`src/rtl/rep3_serial_tx_if.sv`:
```
// rtl/rep3_serial_tx_if.sv - parallel word handshake into the repetition-code transmitter
interface rep3_serial_tx_if #(
  parameter int DATA_W = 8
) ();
  logic [DATA_W-1:0] in_data;
  logic              in_valid;
  logic              in_ready;

  modport master (output in_data, output in_valid, input in_ready);
  modport slave  (input in_data, input in_valid, output in_ready);
endinterface

```
`src/rtl/rep3_serial_tx.sv`:
```
// rtl/rep3_serial_tx.sv - frames a word as start/data/stop bits, each bit sent as REP chips of BAUD_DIV cycles
module rep3_serial_tx #(
  parameter int   DATA_W   = 8,
  parameter int   REP      = 3,
  parameter int   BAUD_DIV = 4,
  parameter logic IDLE_LVL = 1'b1
) (
  input  logic            clk,
  input  logic            rst,
  rep3_serial_tx_if.slave s_in,
  output logic            tx_o,
  output logic            busy,
  output logic            done
);
  localparam int DIV_W = (BAUD_DIV > 1) ? $clog2(BAUD_DIV) : 1;
  localparam int REP_W = (REP > 1) ? $clog2(REP) : 1;
  localparam int BIT_W = (DATA_W > 1) ? $clog2(DATA_W) : 1;

  if ((REP < 1) || ((REP % 2) == 0) || (BAUD_DIV < 1) || (DATA_W < 1) || (DATA_W > 32)) begin : g_bad_params
    $error("rep3_serial_tx: REP must be odd and >= 1, BAUD_DIV >= 1, DATA_W in 1..32");
  end

  typedef enum logic [1:0] {IDLE, START, DATA, STOP} state_t;

  state_t            r_state;
  logic [DIV_W-1:0]  r_div;
  logic [REP_W-1:0]  r_rep;
  logic [BIT_W-1:0]  r_bit;
  logic [DATA_W-1:0] r_shreg;
  logic              r_tx;
  logic              r_busy;
  logic              r_done;

  logic              w_accept;
  logic              w_div_wrap;
  logic              w_bit_end;
  logic              w_last_bit;
  logic [DATA_W-1:0] w_shreg_nxt;

  assign s_in.in_ready = (r_state == IDLE) & ~rst;
  assign w_accept      = s_in.in_valid & s_in.in_ready;
  assign w_div_wrap    = (r_div == DIV_W'(BAUD_DIV - 1));
  assign w_bit_end     = w_div_wrap & (r_rep == REP_W'(REP - 1));
  assign w_last_bit    = (r_bit == BIT_W'(DATA_W - 1));
  assign w_shreg_nxt   = r_shreg >> 1;

  always_ff @(posedge clk) begin
    if (rst) begin
      r_state <= IDLE;
      r_div   <= '0;
      r_rep   <= '0;
      r_bit   <= '0;
      r_shreg <= '0;
      r_tx    <= IDLE_LVL;
      r_busy  <= 1'b0;
      r_done  <= 1'b0;
    end else begin
      r_done <= 1'b0;
      // Chip timing runs in every non-idle state; the end of a bit always clears div/rep
      if (r_state != IDLE) begin
        if (w_bit_end) begin
          r_div <= '0;
          r_rep <= '0;
        end else if (w_div_wrap) begin
          r_div <= '0;
          r_rep <= r_rep + REP_W'(1);
        end else begin
          r_div <= r_div + DIV_W'(1);
        end
      end
      case (r_state)
        IDLE: begin
          if (w_accept) begin
            r_shreg <= s_in.in_data;
            r_state <= START;
            r_tx    <= ~IDLE_LVL;
            r_busy  <= 1'b1;
            r_div   <= '0;
            r_rep   <= '0;
            r_bit   <= '0;
          end
        end
        START: begin
          if (w_bit_end) begin
            r_state <= DATA;
            r_tx    <= r_shreg[0];
            r_bit   <= '0;
          end
        end
        DATA: begin
          if (w_bit_end) begin
            r_shreg <= w_shreg_nxt;
            if (w_last_bit) begin
              r_state <= STOP;
              r_tx    <= IDLE_LVL;
              r_bit   <= '0;
            end else begin
              r_bit <= r_bit + BIT_W'(1);
              r_tx  <= w_shreg_nxt[0];
            end
          end
        end
        STOP: begin
          if (w_bit_end) begin
            r_state <= IDLE;
            r_tx    <= IDLE_LVL;
            r_busy  <= 1'b0;
            r_done  <= 1'b1;
            r_bit   <= '0;
          end
        end
        default: r_state <= IDLE;
      endcase
    end
  end

  assign tx_o = r_tx;
  assign busy = r_busy;
  assign done = r_done;
endmodule

```
`src/flat_wrapper.sv`:
```
// flat-port wrapper written by rule: the top's interface ports become plain ports
module rep3_serial_tx_flat 
#(
  parameter int   DATA_W   = 8,
  parameter int   REP      = 3,
  parameter int   BAUD_DIV = 4,
  parameter logic IDLE_LVL = 1'b1
)
  (clk, rst, tx_o, busy, done, s_in_in_data, s_in_in_valid, s_in_in_ready);
  rep3_serial_tx_if #(.DATA_W(DATA_W)) s_in_i ();
  input  logic clk;
  input  logic rst;
  output logic tx_o;
  output logic busy;
  output logic done;
  input wire logic [$bits(s_in_i.in_data)-1:0] s_in_in_data;
  input wire logic [$bits(s_in_i.in_valid)-1:0] s_in_in_valid;
  output wire logic [$bits(s_in_i.in_ready)-1:0] s_in_in_ready;
  assign s_in_i.in_data = s_in_in_data;
  assign s_in_i.in_valid = s_in_in_valid;
  assign s_in_in_ready = s_in_i.in_ready;
  rep3_serial_tx #(.DATA_W(DATA_W), .REP(REP), .BAUD_DIV(BAUD_DIV), .IDLE_LVL(IDLE_LVL)) u_core (.clk(clk), .rst(rst), .s_in(s_in_i), .tx_o(tx_o), .busy(busy), .done(done));
endmodule
```
`config.mk`:
```
export PLATFORM = sky130hd
export DESIGN_NAME = rep3_serial_tx_flat
export DESIGN_NICKNAME = d
export VERILOG_FILES = /design/src/rtl/rep3_serial_tx_if.sv /design/src/rtl/rep3_serial_tx.sv /design/src/flat_wrapper.sv
export SDC_FILE = /design/constraint.sdc
export NUM_CORES = 1
export LEC_CHECK = 0
export BUFFER_PORTS_ARGS = -buffer_cell sky130_fd_sc_hd__clkbuf_2
export CELL_PAD_IN_SITES_DETAIL_PLACEMENT = 0
export CELL_PAD_IN_SITES_GLOBAL_PLACEMENT = 1
export CORE_AREA = 5 5 55 57
export CTS_CLUSTER_DIAMETER = 80
export CTS_CLUSTER_SIZE = 30
export DETAILED_ROUTE_END_ITERATION = 8
export DIE_AREA = 0 0 60 62
export GPL_TIMING_DRIVEN = 0
export PLACE_DENSITY = 0.77
export RECOVER_POWER = 25
export SETUP_SLACK_MARGIN = 0.05
export SYNTH_ARGS = -nofsm -noshare
export SYNTH_HDL_FRONTEND = slang
export SYNTH_SLANG_ARGS = --single-unit
```
`constraint.sdc`:
```
create_clock -name clk -period 3.5 [get_ports clk]
set_input_delay 0.175 -clock clk [delete_from_list [all_inputs] [get_ports clk]]
set_output_delay 0.175 -clock clk [all_outputs]
set_load 0.005 [all_outputs]
```
==> flow_summary_export.csv, run 1 <==
group,metric,value,unit
status,status,"completed",
place,dp_hpwl,1480,microns
hold_path,hold_path.class,"in -> reg",
clock_network,clk_latency,0.29,ns
pwr,power.density,799,mW/mm^2
pwr,vdd_drop_max,0.470,mV
route,antenna_left,0,
place,io_buffers,14,
yosys,ys_top_cells_by_area,"dfxtp_1 (38%), ha_1 (11%), mux2i_1 (10%)",
clock_network,postCtsSetupRepairBufs,0,
pwr,netSwitchingFraction,0.398,
sta,fmax,0.512,GHz
place,gp_congestion,0.681,
critical_path,setup.worst_path.class,"reg -> reg",
yosys,synthesis.area,0.00107,sq mm
route,vias_per_cell,5.23,
finish,drive_above_1_share,0.185,
sta,setup_tns,0,ns
floorplanning,start_util,0.439,
route,routed_wl,1970,microns
yosys,synth_warnings,0,
yosys,ys_async_sr_fraction,0,
sta,hold_viol,0,
pwr,p_leak,0.473,nW
clock_network,cts_resized,0,
yosys,synth_common_cells,"dfxtp_1 (20), nor2_1 (19), mux2i_1 (11)",
yosys,yosys.area.top_type_share,0.375,
critical_path,arrival,2.15,ns
yosys,synth.ff_latch_count,20,
grt,overflow,0,
clock_network,holdBufCountCts,0,
pwr,pwr-share-comb,0.508,
sta,slew_headroom,0.580,
sta,tightest_slew,0.631,ns
critical_path,crit_fanout,9,
clock_network,clkSlewWorstSetupHoldPaths,0.11,ns
finish,utilization,0.496,
floorplanning,die_w,60,microns
finish,nets,151,
yosys,synth_cell_types,28,
clock_network,cts_num_sinks,20,
clock_network,max-clock-path-buffers,2,
yosys,synth.largest_area_cell,"dfxtp_1",
critical_path,reg2reg_setup_slack,1.55,ns
sta,finalClockSkew,0.00352,ns
run,maxCapViolations,0,
finish,n_antenna_cell,0,
grt,grt_antenna_before_repair,0,
yosys,synth_enable_flop_cells,0,
floorplanning,placementRows,18,
route,drt_pre_antenna_iters,4,
yosys,avgSynthCellArea,9.53,sq um
yosys,ys.flop_type,"dfxtp_1",
route,drc,0,
critical_path,start_kind,"register",
grt,grt_max_degree,12,
finish,fillers,227,
clock_network,cts_inserted_buffers,3,
clock_network,cts_tree,"done",
yosys,synth.yosys.seq_area_share,0.375,
route,avgRoutedWirePerCell,12.3,microns
grt,grtUsageTotal,0.121,
pwr,p_int,0.000581,W
route,drt-initial-drc-count,26,
floorplanning,ios,15,
sta,rsz0062_at_grt,"no",
floorplanning,core_area,0.00243,sq mm
floorplanning,die_y,62,microns
clock_network,root_buffer,"clkbuf_4",
sta,period_share,0.558,
pwr,pwr-share-seq,0.355,
floorplanning,dieArea,0.00372,sq mm
grt,grt_pass1_wl,3500,microns
clock_network,htree_num_levels,1,
finish,syn_to_final_growth,13.0,%
route,vias,836,
yosys,synthesis.nets,132,
pwr,clkPwrFrac,0.137,
grt,grt_pass1_vias,842,
sta,period_minus_slack,1.95,ns
sta,slew_viol_final,0,
pwr,netSwitchingPower,0.000384,W
critical_path,cp-end-kind,"register",
yosys,synth_most_common_cell,"dfxtp_1",
sta,setup-violations-final,0,
critical_path,crit_required,3.69,ns
yosys,syn_inst,112,
[area by class of cell]
type / count / area (sq um) / area share
Multi-Input combinational cell: 83 / 628 / 0.521
Sequential cell: 20 / 400 / 0.332
Timing Repair Buffer: 14 / 66.3 / 0.0550
Tap cell: 30 / 37.5 / 0.0311
Clock buffer: 4 / 36.3 / 0.0301
Buffer: 5 / 22.5 / 0.0187
Inverter: 4 / 15.0 / 0.0124
[state kept, by name (all words and copies together) (netlist names)]
| register | cells |
|---|---|
| u_core.r_div | 2 |
| u_core.busy | 1 |
| u_core.tx_o | 1 |
| u_core.done | 1 |
| u_core.r_state | 2 |
| u_core.r_bit | 3 |
| u_core.r_rep | 2 |
| u_core.r_shreg | 8 |
[routing by layer]
metal,up-vias,global-route usage,share of wire
met3,2,0.0207,0.041
met1,388,0.148,0.47
met2,9,0.218,0.48
li1,437,-,-
met4,0,0.0380,0.0051
met5,-,0,0
[power by group through the flow]
stage	Combinational [W]	Sequential, W	Clock (W)
after floorplan	0.000403	0.000338	0
after global placement	0.000484	0.000345	0
after detailed placement	0.000496	0.000348	0
after CTS	0.000498	0.000343	0.000140
after global routing	0.000563	0.000353	0.000144
final	0.000490	0.000343	0.000132
[final timing paths]
check | cells after the start | from | to
min reg2reg | 2 | u_core.r_div[1]$_SDFF_PP0_ | u_core.r_div[1]$_SDFF_PP0_
max | 6 | u_core.r_state[0]$_SDFFE_PP0P_ | u_core.tx_o$_SDFFE_PP1P_
max reg2reg | 6 | u_core.r_state[0]$_SDFFE_PP0P_ | u_core.tx_o$_SDFFE_PP1P_
min | 3 | s_in_in_data[5] | u_core.r_shreg[5]$_SDFFE_PP0P_
[critical path, stage by stage, from the launching register on]
cell and delay, ns:
dfxtp_1 0.40, inv_1 0.10, ha_1 0.27, or3_4 0.41, a22oi_4 0.31, nor2b_1 0.09
a211o_1 0.27
[cells by family (layout without fill, tap and decap cells)]
family	count (synthesis)	count (layout)	synth area share
DFF	20	20	0.375
buffers and inverters	9	27	0.0363
adders and majority gates	9	9	0.106
AOI/OAI and AO/OA	28	28	0.204
muxes	11	11	0.103
and+or+nand+nor	35	35	0.176
[placed cells by master (no fill, tap or decap), drive strengths merged, types with 2 or more instances in the layout]
| cell type | Yosys | final |
|---|---|---|
| a211o | 2 | 2 |
| a211oi | 10 | 10 |
| a21oi | 10 | 10 |
| and2 | 2 | 2 |
| buf | 3 | 2 |
| clkbuf | 2 | 21 |
| dfxtp | 20 | 20 |
| ha | 9 | 9 |
| inv | 4 | 4 |
| mux2i | 11 | 11 |
| nor2 | 19 | 19 |
| nor2b | 4 | 4 |
| nor3b | 2 | 2 |
| nor4b | 2 | 2 |
| o21ai | 3 | 3 |
[per-stage QoR]
| step | hold WS (ns) | power [W] | std cells | instance area [sq um] | setup WS [ns] |
|---|---|---|---|---|---|
| after floorplan | 0.380 | 0.000742 | 112 | 1070 | 1.73 |
| after global routing | 0.239 | 0.00106 | 160 | 1210 | 1.41 |
| after detailed placement | 0.488 | 0.000844 | 156 | 1170 | 1.56 |
| after global placement | 0.475 | 0.000830 | 156 | 1170 | 1.59 |
| final | 0.197 | 0.000964 | 160 | 1210 | 1.55 |
| after CTS | 0.191 | 0.000980 | 160 | 1210 | 1.54 |
No activity file was read; power rests on OpenSTA's default activity.
==> run 2: changes to the inputs <==
Settings changed: CORE_AREA 5 5 55 57 to 5 5 57 59, DIE_AREA 0 0 60 62 to 0 0 62 64, PLACE_DENSITY 0.77 to 0.72.
Clock period 3.5 ns to 2.01 ns, I/O delays scaled along.
==> run 2 against run 1 <==
- flip-flop and latch count unchanged
- die area increased by 6.7%
- combinational power rose by 100%
- wire length up 4.3%
- sequential share of layout area shrank 1.1 points
- non-clock buffer count is 4 higher
- clock-buffer cell count unchanged
- global-route usage is 0.38 points lower
- design area is 3.8% higher
==> flow_summary_export.csv, run 2 (same netlist as run 1, synthesis figures left out) <==
group,metric,value,unit
pwr,vdd_drop_max,0.794,mV
sta,tightest_slew,0.536,ns
clock_network,root_buffer,"clkbuf_4",
finish,nets,155,
critical_path,slowest_delay,0.41,ns
clock_network,htree_num_levels,1,
sta,period_share,0.914,
place,dp_hpwl,1520,microns
grt,grtUsageTotal,0.118,
route,drt_pre_antenna_iters,4,
critical_path,crit_fanout,6,
grt,grt_pass1_wl,3550,microns
critical_path,cp_num_buf_inv,2,
sta,slew_viol_final,0,
finish,largest_register_ffs,8,
pwr,netSwitchingPower,0.000703,W
hold_path,hold_path.class,"in -> reg",
finish,final_area,0.00125,sq mm
clock_network,max-clock-path-buffers,2,
pwr,p_leak,0.511,nW
floorplanning,dieArea,0.00397,sq mm
finish,fillers,271,
finish,syn_to_final_growth,17.4,%
place,postPlaceCellArea,0.00118,sq mm
sta,finalClockSkew,0.00144,ns
pwr,clkPwrFrac,0.126,
place,gp_congestion,0.697,
pwr,p_int,0.00111,W
clock_network,cts_num_sinks,20,
grt,grt_max_degree,12,
sta,hold_viol,0,
route,vias_per_cell,5.17,
pwr,pwr-share-seq,0.329,
critical_path,crit_required,2.19,ns
finish,top_register,"u_core.r_shreg",
sta,fmax,0.545,GHz
finish,reg.largest.list,"u_core.r_shreg (8), u_core.r_bit (3)",
sta,setup_tns,0,ns
sta,slew_headroom,0.643,
grt,overflow,0,
critical_path,path_delay_family,"simple AND/OR/NAND/NOR gates",
clock_network,clk_latency,0.29,ns
route,routed_wl,2050,microns
pwr,power.density,1450,mW/mm^2
floorplanning,die_w,62,microns
route,antenna_left,0,
route,avgRoutedWirePerCell,12.4,microns
clock_network,holdBufCountCts,0,
clock_network,cts_tree,"done",
finish,drive_above_1_share,0.254,
floorplanning,placementRows,19,
floorplanning,ios,15,
finish,n_antenna_cell,0,
pwr,netSwitchingFraction,0.388,
sta,period_minus_slack,1.84,ns
sta,timing.hold.ws,0.120,ns
grt,grt_pass1_vias,848,
sta,rsz0062_at_grt,"no",
pwr,pwr-share-comb,0.545,
floorplanning,die_y,64,microns
status,status,"completed",
critical_path,worstPathCellList,"inv_1, ha_1, or3_4, a22oi_4, buf_4, mux2i_1, nor2_1",
critical_path,start_kind,"register",
floorplanning,core_area,0.00266,sq mm
route,vias,853,
clock_network,clkSlewWorstSetupHoldPaths,0.11,ns
critical_path,arrival,2.01,ns
critical_path,cp-end-kind,"register",
route,drt-initial-drc-count,22,
finish,utilization,0.470,
place,io_buffers,14,
finish,most-common-layout-cells,"nor2_1 (19), dfxtp_1 (19), clkbuf_2 (15)",
floorplanning,start_util,0.401,
grt,grt_antenna_before_repair,0,
clock_network,cts_inserted_buffers,3,
run,maxCapViolations,0,
critical_path,setup.worst_path.class,"reg -> reg",
critical_path,crit_slowest_cell,"or3_4",
sta,setup-violations-final,0,
route,drc,0,
[run 2: cell types whose count changed in the layout (fill, tap and decap cells not counted)]
cell	change
a211oi_4	+1
buf_2	+1
clkbuf_2	+4
clkbuf_1	-5
a211oi_2	-1
dfxtp_1	-1
dfxtp_2	+1
buf_4	+4
[run 2: what timing repair did]
action	4_1_cts	5_1_grt
endpoints found under the setup margin	1	8
pin swaps	1	1
setup buffers	3	1
resized for setup	0	4
[run 2: area by class of cell]
class | instances | area (sq um) | share of cell area
well taps | 31 | 38.8 | 0.0310
repair buffers | 18 | 100 | 0.0799
inverters | 4 | 15.0 | 0.0120
plain buffers | 5 | 25.0 | 0.0200
flip-flops and latches | 20 | 402 | 0.321
multi-input cells | 83 | 636 | 0.507
clock buffers | 4 | 36.3 | 0.0290
[run 2: worst min-delay path, stage by stage]
cell      delay [ns]
clkbuf_2        0.08
mux2i_1         0.11
a211oi_1        0.08
[run 2: layer usage]
metal | GRT usage | routed length (microns)
met1 | 0.145 | 956
met2 | 0.189 | 986
met3 | 0.0241 | 89
met4 | 0.0557 | 17
met5 | 0 | 0
[run 2: path summary, 6_finish.rpt]
path	startpoint	end	slack (ns)	cells past startpoint
setup / recovery	u_core.r_state[0]$_SDFFE_PP0P_	u_core.r_bit[2]$_SDFFE_PP0P_	0.17	7
hold / removal	s_in_in_data[5]	u_core.r_shreg[5]$_SDFFE_PP0P_	0.12	3
setup reg to reg	u_core.r_state[0]$_SDFFE_PP0P_	u_core.r_bit[2]$_SDFFE_PP0P_	0.17	7
hold reg to reg	u_core.r_shreg[7]$_SDFFE_PP0P_	u_core.r_shreg[7]$_SDFFE_PP0P_	0.50	2
[run 2: power groups by stage]
stage	Combinational, W	Sequential (W)	Clock (W)
detailed placement	0.000866	0.000605	0
global placement	0.000844	0.000599	0
CTS	0.000943	0.000595	0.000243
floorplan	0.000703	0.000589	0
global route	0.00112	0.000613	0.000254
finish	0.000988	0.000597	0.000228
[run 2: stage by stage]
step | worst slack, ns | power (W) | cells
finish | 0.173 | 0.00181 | 165
floorplan | 0.237 | 0.00129 | 112
CTS | 0.0891 | 0.00178 | 164
global route | 0.0954 | 0.00198 | 165
global placement | 0.0975 | 0.00144 | 157
detailed placement | 0.0561 | 0.00147 | 157
